[src/rtl/id_ex_reg_pkg.sv]
// rtl/id_ex_reg_pkg.sv - ALU opcode, writeback select and bubble encodings for the ID/EX stage
`ifndef ID_EX_DEFINES_SVH
`define ID_EX_DEFINES_SVH
`define ADD 4'h0
`define SUB 4'h1
`define AND 4'h2
`define OR  4'h3
`define XOR 4'h4
`define SLL 4'h5
`define SRL 4'h6
`define SRA 4'h7
`define LUI 4'h8
`define WB_ALU 2'd0
`define WB_MEM 2'd1
`define WB_PC4 2'd2
`endif

package id_ex_reg_pkg;

    localparam logic [3:0] ALU_ADD = `ADD;
    localparam logic [3:0] ALU_SUB = `SUB;
    localparam logic [3:0] ALU_AND = `AND;
    localparam logic [3:0] ALU_OR  = `OR;
    localparam logic [3:0] ALU_XOR = `XOR;
    localparam logic [3:0] ALU_SLL = `SLL;
    localparam logic [3:0] ALU_SRL = `SRL;
    localparam logic [3:0] ALU_SRA = `SRA;
    localparam logic [3:0] ALU_LUI = `LUI;

    typedef enum logic [1:0] {
        WB_SEL_ALU = `WB_ALU,
        WB_SEL_MEM = `WB_MEM,
        WB_SEL_PC4 = `WB_PC4
    } wb_sel_e;

    // A bubble must look like a harmless add that writes nothing.
    localparam logic [3:0] BUBBLE_ALU_SEL = `ADD;
    localparam logic [1:0] BUBBLE_WB_SEL  = `WB_ALU;

endpackage

[src/rtl/id_ex_bypass.sv]
// rtl/id_ex_bypass.sv - selects writeback data over an operand when the writeback targets its register
module id_ex_bypass #(
    parameter int XLEN = 32,
    parameter int REGW = 5
) (
    input  logic [REGW-1:0] index,
    input  logic [XLEN-1:0] data,
    input  logic            wb_we,
    input  logic [REGW-1:0] wb_wR,
    input  logic [XLEN-1:0] wb_wD,
    output logic [XLEN-1:0] sel_data
);

    logic hit;

    // x0 is hardwired zero, so a write to it must never leak through.
    assign hit      = wb_we && (wb_wR != '0) && (wb_wR == index);
    assign sel_data = hit ? wb_wD : data;

endmodule

[src/rtl/id_ex_reg.sv]
// rtl/id_ex_reg.sv - ID/EX pipeline register with stall, flush, writeback bypass and load-use detect
module id_ex_reg
    import id_ex_reg_pkg::*;
#(
    parameter int XLEN = 32,
    parameter int REGW = 5
) (
    input  logic            clk,
    input  logic            rst,
    input  logic            stall,
    input  logic            flush,
    input  logic            id_valid,
    input  logic [XLEN-1:0] id_pc,
    input  logic [XLEN-1:0] id_rD1,
    input  logic [XLEN-1:0] id_rD2,
    input  logic [REGW-1:0] id_rs1,
    input  logic [REGW-1:0] id_rs2,
    input  logic [XLEN-1:0] id_ext,
    input  logic [REGW-1:0] id_rd,
    input  logic            id_aSel,
    input  logic            id_bSel,
    input  logic [3:0]      id_aluSel,
    input  logic            id_rfWe,
    input  logic            id_memWe,
    input  logic            id_memRe,
    input  logic [1:0]      id_wbSel,
    input  logic            wb_we,
    input  logic [REGW-1:0] wb_wR,
    input  logic [XLEN-1:0] wb_wD,
    output logic            ex_valid,
    output logic [XLEN-1:0] ex_pc,
    output logic [XLEN-1:0] ex_data1,
    output logic [XLEN-1:0] ex_data2,
    output logic [XLEN-1:0] ex_sext_imm,
    output logic            ex_aSel,
    output logic            ex_bSel,
    output logic [3:0]      ex_aluSel,
    output logic [REGW-1:0] ex_rs1,
    output logic [REGW-1:0] ex_rs2,
    output logic [REGW-1:0] ex_rd,
    output logic            ex_rfWe,
    output logic            ex_memWe,
    output logic            ex_memRe,
    output logic [1:0]      ex_wbSel,
    output logic            load_use
);

    logic [XLEN-1:0] cap_data1, cap_data2;
    logic [XLEN-1:0] hold_data1, hold_data2;
    logic            load_bubble;

    id_ex_bypass #(.XLEN(XLEN), .REGW(REGW)) u_cap_rs1 (
        .index(id_rs1), .data(id_rD1), .wb_we(wb_we), .wb_wR(wb_wR), .wb_wD(wb_wD), .sel_data(cap_data1)
    );
    id_ex_bypass #(.XLEN(XLEN), .REGW(REGW)) u_cap_rs2 (
        .index(id_rs2), .data(id_rD2), .wb_we(wb_we), .wb_wR(wb_wR), .wb_wD(wb_wD), .sel_data(cap_data2)
    );
    id_ex_bypass #(.XLEN(XLEN), .REGW(REGW)) u_hold_rs1 (
        .index(ex_rs1), .data(ex_data1), .wb_we(wb_we), .wb_wR(wb_wR), .wb_wD(wb_wD), .sel_data(hold_data1)
    );
    id_ex_bypass #(.XLEN(XLEN), .REGW(REGW)) u_hold_rs2 (
        .index(ex_rs2), .data(ex_data2), .wb_we(wb_we), .wb_wR(wb_wR), .wb_wD(wb_wD), .sel_data(hold_data2)
    );

    // An invalid decode slot loads the same bubble as reset or flush.
    assign load_bubble = flush || (!stall && !id_valid);

    always_ff @(posedge clk) begin
        if (rst || load_bubble) begin
            ex_valid    <= 1'b0;
            ex_pc       <= '0;
            ex_data1    <= '0;
            ex_data2    <= '0;
            ex_sext_imm <= '0;
            ex_aSel     <= 1'b0;
            ex_bSel     <= 1'b0;
            ex_aluSel   <= BUBBLE_ALU_SEL;
            ex_rs1      <= '0;
            ex_rs2      <= '0;
            ex_rd       <= '0;
            ex_rfWe     <= 1'b0;
            ex_memWe    <= 1'b0;
            ex_memRe    <= 1'b0;
            ex_wbSel    <= BUBBLE_WB_SEL;
        end else if (stall) begin
            // Held operands keep tracking writebacks so they are not stale on release.
            if (ex_valid) begin
                ex_data1 <= hold_data1;
                ex_data2 <= hold_data2;
            end
        end else begin
            ex_valid    <= 1'b1;
            ex_pc       <= id_pc;
            ex_data1    <= cap_data1;
            ex_data2    <= cap_data2;
            ex_sext_imm <= id_ext;
            ex_aSel     <= id_aSel;
            ex_bSel     <= id_bSel;
            ex_aluSel   <= id_aluSel;
            ex_rs1      <= id_rs1;
            ex_rs2      <= id_rs2;
            ex_rd       <= id_rd;
            ex_rfWe     <= id_rfWe;
            ex_memWe    <= id_memWe;
            ex_memRe    <= id_memRe;
            ex_wbSel    <= id_wbSel;
        end
    end

    assign load_use = ex_valid && ex_memRe && (ex_rd != '0) && id_valid &&
                      ((ex_rd == id_rs1) || (ex_rd == id_rs2));

endmodule

[config.mk]
export PLATFORM = sky130hd
export DESIGN_NAME = id_ex_reg
export DESIGN_NICKNAME = d
export VERILOG_FILES = /design/src/rtl/id_ex_reg_pkg.sv /design/src/rtl/id_ex_bypass.sv /design/src/rtl/id_ex_reg.sv
export SDC_FILE = /design/constraint.sdc
export NUM_CORES = 1
export LEC_CHECK = 0
export ABC_AREA = 1
export BUFFER_PORTS_ARGS = -buffer_cell sky130_fd_sc_hd__buf_2
export CAP_MARGIN = 0
export CELL_PAD_IN_SITES_DETAIL_PLACEMENT = 1
export CELL_PAD_IN_SITES_GLOBAL_PLACEMENT = 1
export CORE_ASPECT_RATIO = 1.4
export CORE_MARGIN = 2
export CORE_UTILIZATION = 28
export DETAILED_ROUTE_END_ITERATION = 6
export PLACE_DENSITY_LB_ADDON = 0.1
export SETUP_SLACK_MARGIN = 0.4
export SYNTH_ARGS = -nofsm -noshare
export SYNTH_HDL_FRONTEND = slang
export SYNTH_SLANG_ARGS = --single-unit
export TNS_END_PERCENT = 100
[constraint.sdc]
create_clock -name clk -period 1.5 [get_ports clk]
set_input_delay 0.3 -clock clk [delete_from_list [all_inputs] [get_ports clk]]
set_output_delay 0.3 -clock clk [all_outputs]
set_load 0.05 [all_outputs]
==> key figures <==
Synth
  • Yosys warnings: 0
  • Synth Area in Simple Gates: 0.288
  • Synthesized-area fraction occupied by adder cells: 0
  • Synth Flop Type: dfxtp_1
  • Cells after synthesis: 986
  • Mapped Nets: between 1000 and 1500
  • Synth Cell Area: between 0.006 and 0.007 mm2
  • Sequential fraction of the synthesis area: 0.451
  • Fraction of registers with async set/reset: 0
  • Yosys reg bits: 155
  • Post-synthesis xor/xnor area fraction: 0.0204
  • Post-synthesis compound-gate area fraction: 0.139
  • Synth unique cells: 26
  • Top cell type's share of synthesized area: 0.451
  • Synth top area cells: dfxtp_1, nand2_1, a21oi_1, nand3_1, inv_1
  • Largest family of logic cells by synthesized area: simple AND/OR/NAND/NOR gates
  • Post-synth EDFFs: 0
  • Avg Cell Area, Syn: between 6 and 7 um2
  • Multiplexer area fraction after synthesis: 0
  • Cell accounting for the most synthesized area: dfxtp_1

Routing
  • Residual DRC: 0
  • Vias per cell: between 4 and 5
  • Antenna Violating Nets Remaining: 0
  • Routed WL: 35.7 mm
  • Vias: slightly below 9000
  • DR WL/cell: 20.1 um
  • Initial DRC count: approximately 390
  • DRT Pass-1 Iters: 4

Worst setup path
  • CP Buf/Inv Count: 2
  • Setup CP Type: flip-flop to output pin
  • CP startpoint kind: flip-flop
  • Levels on crit path: 7
  • Crit path cell chain: inv_4 -> nand2_2 -> o21ai_2 -> a221oi_2 -> nand2_1 -> a21oi_4 -> buf_6
  • Top Family by Delay on Critical Path: compound AO/OA/AOI/OAI gates
  • Crit-path slowest cell: dfxtp_4
  • Critical Path AT: ~1.6 ns
  • CP max stage delay: 0.36 ns
  • Worst path required time: 1.20 ns
  • Crit. End Element: output pin
  • R2R depth: 12
  • Crit Path Max Fanout: 3

Power
  • Logic pwr share: 0.239
  • Seq pwr share: 0.387
  • Int Power: 7.76 mW
  • Switch share: 0.312
  • Peak supply drop: roughly 0.75 mV
  • Psw: ~3.5 mW
  • Lkg Pwr: about 6.4 nW
  • Pwr per Cell Area: roughly 790 mW/mm2
  • Clock power frac: 0.374

Timing
  • RSZ-0062 raised after global routing: yes
  • Tmin final: 1.90 ns
  • Max Fclk: between 500 and 600 MHz
  • Final WS setup: -0.397 ns
  • Slew of the pin with the lowest slew margin: ~0.56 ns
  • Final worst path period share: 1.26
  • Min Hold Slack: between 0.09 and 0.1 ns
  • Setup violators final: 32
  • Pins Over Slew Limit: 0
  • Relative slew margins: 0.628
  • Clock skew: around 0.012 ns
  • Setup TNS Final: -1.57 ns
  • Final Hold Viols: 0

Floorplan
  • Core area: roughly 0.024 mm2
  • Die W: ~140 um
  • Num rows: 67
  • Die span in y: 189 um
  • Die area: around 0.026 mm2
  • Top Ports: 353
  • Initial Util: 0.286

Place
  • Gp weighted congestion: between 0.8 and 0.9
  • I/O Buffers: ~350
  • Post-DP HPWL: 21.7 mm

CTS
  • Worst skew pair latency: ~0.44 ns
  • Clk buf depth: 2
  • CTS tree: yes
  • CTS sink cnt: ~160
  • CTS buffer count: 17
  • Clk pin slew, worst setup/hold paths: 0.06 ns
  • H-Tree Depth: 4
  • Clock Root Buffer: clkbuf_16

GRT
  • GRT Util Overall: 0.256
  • Congestion Overflow GR: 0
  • Vias in the first global route: approximately 9000
  • Pin count of the biggest net entering global routing: 51
  • Global-route wire length before repair: approximately 50 mm
  • Initial antenna violation count: 6

Job
  • MaxCap Viol Count: 0

Min path
  • Hold path depth: 3
  • Hold Crit Class: primary input to flip-flop

Status
  • Status: finished, violations left
  • Failing checks: setup timing

Layout
  • Nets@finish: between 1500 and 2000
  • Layout cell share with drive strength beyond 1: 0.626
  • Layout area overhead: 107%
-- synth_stat cells, types with 7 or more instances --
| cell | count |
|---|---|
| dfxtp_1 | 155 |
| nand3_1 | 141 |
| nand2_1 | 274 |
| o21ai_1 | 16 |
| buf_2 | 14 |
| inv_1 | 89 |
| clkbuf_1 | 42 |
| a21oi_1 | 150 |
| buf_4 | 8 |
| nor2_1 | 23 |
| o21ai_0 | 21 |
| xnor2_1 | 12 |
| inv_2 | 7 |
-- cells in the final DEF (no fill, tap or decap), drive strengths merged --
master,instances
buf,515
nand4,4
clkinv,6
nand3b,6
xor2,4
nor3,2
clkbuf,20
xnor2,12
a221oi,1
nor2,24
clkinvlp,3
o21ai,37
a21oi,150
nand2,282
nand3,141
dfxtp,155
inv,97
o221ai,1
bufinv,1
diode,5
-- sequential cells by signal, summed over array words and instances (netlist names) --
name,flops
ex_sext_imm,32
ex_data2,32
ex_bSel,1
ex_rs2,5
ex_pc,32
ex_valid,1
ex_aluSel,4
ex_memWe,1
ex_rs1,5
ex_data1,32
ex_wbSel,2
ex_memRe,1
ex_rfWe,1
ex_aSel,1
ex_rd,5
-- cells by family after synthesis --
group	after synthesis
AND/OR/NAND/NOR	458
AO/OA/AOI/OAI	189
buffers and inverters	168
flip-flops	155
XOR/XNOR	16
-- final timing paths --
path              slack, ns              end  startpoint
setup / recovery      -0.40         load_use    ex_rd[1]
hold / removal          0.1  ex_sext_imm[23]  id_ext[23]
setup reg to reg      -0.10     ex_data2[18]   ex_rs2[2]
hold reg to reg        0.48         ex_pc[0]    ex_pc[0]
-- metal layers --
metal | part of all wire | wire, um | vias up | GRT usage
li1 | - | - | 4119 | -
met5 | 0.00036 | 13 | - | 0
met2 | 0.55 | 19800 | 295 | 0.484
met4 | 0.034 | 1220 | 2 | 0.101
met3 | 0.053 | 1890 | 61 | 0.0594
met1 | 0.36 | 12800 | 4180 | 0.266
-- repair_timing --
item / 4_1_cts / 5_1_grt
hold buffers: 0 / 0
pin swaps: 84 / 63
resized for setup: 744 / 133
endpoints found under the hold margin: 0 / 0
endpoints found under the setup margin: 220 / 220
cloned: 12 / 0
setup buffers: 51 / 44
-- power by group through the flow --
stage	Sequential, mW	Clock (mW)	Combinational [mW]
4_1_cts	4.36	4.26	2.45
5_1_grt	4.37	4.50	2.85
3_5_place_dp	4.38	0	1.93
3_3_place_gp	4.38	0	1.91
6_report	4.36	4.22	2.70
2_1_floorplan	4.81	0	0.750
-- metrics by stage --
stage / utilization / std cells / setup slack, ns / power (mW) / area [um2]
finish: 0.592 / 1776 / -0.397 / 11.3 / 14200
global route: 0.592 / 1776 / -0.468 / 11.7 / 14200
CTS: 0.551 / 1727 / -0.412 / 11.1 / 13300
detailed placement: 0.401 / 1633 / -0.247 / 6.31 / 9650
global placement: 0.401 / 1633 / -0.217 / 6.29 / 9650
floorplan: - / 986 / -0.0642 / 5.56 / 7300
-- tightest hold or removal path: cells and delay by family --
family,cells,cell delay [ns]
AO/OA/AOI/OAI,1,0.05
buffers and inverters,1,0.09
AND/OR/NAND/NOR,1,0.05
-- layout make-up --
type	instances	area [um2]
multi-input cells	664	4230
well taps	310	388
repair buffers	515	5320
flip-flops and latches	155	3360
fillers	2735	9830
clock inverters	11	96.3
diodes	5	12.5
clock buffers	20	457
inverters	96	368
Note: power is estimated with default switching activity, not from simulation.
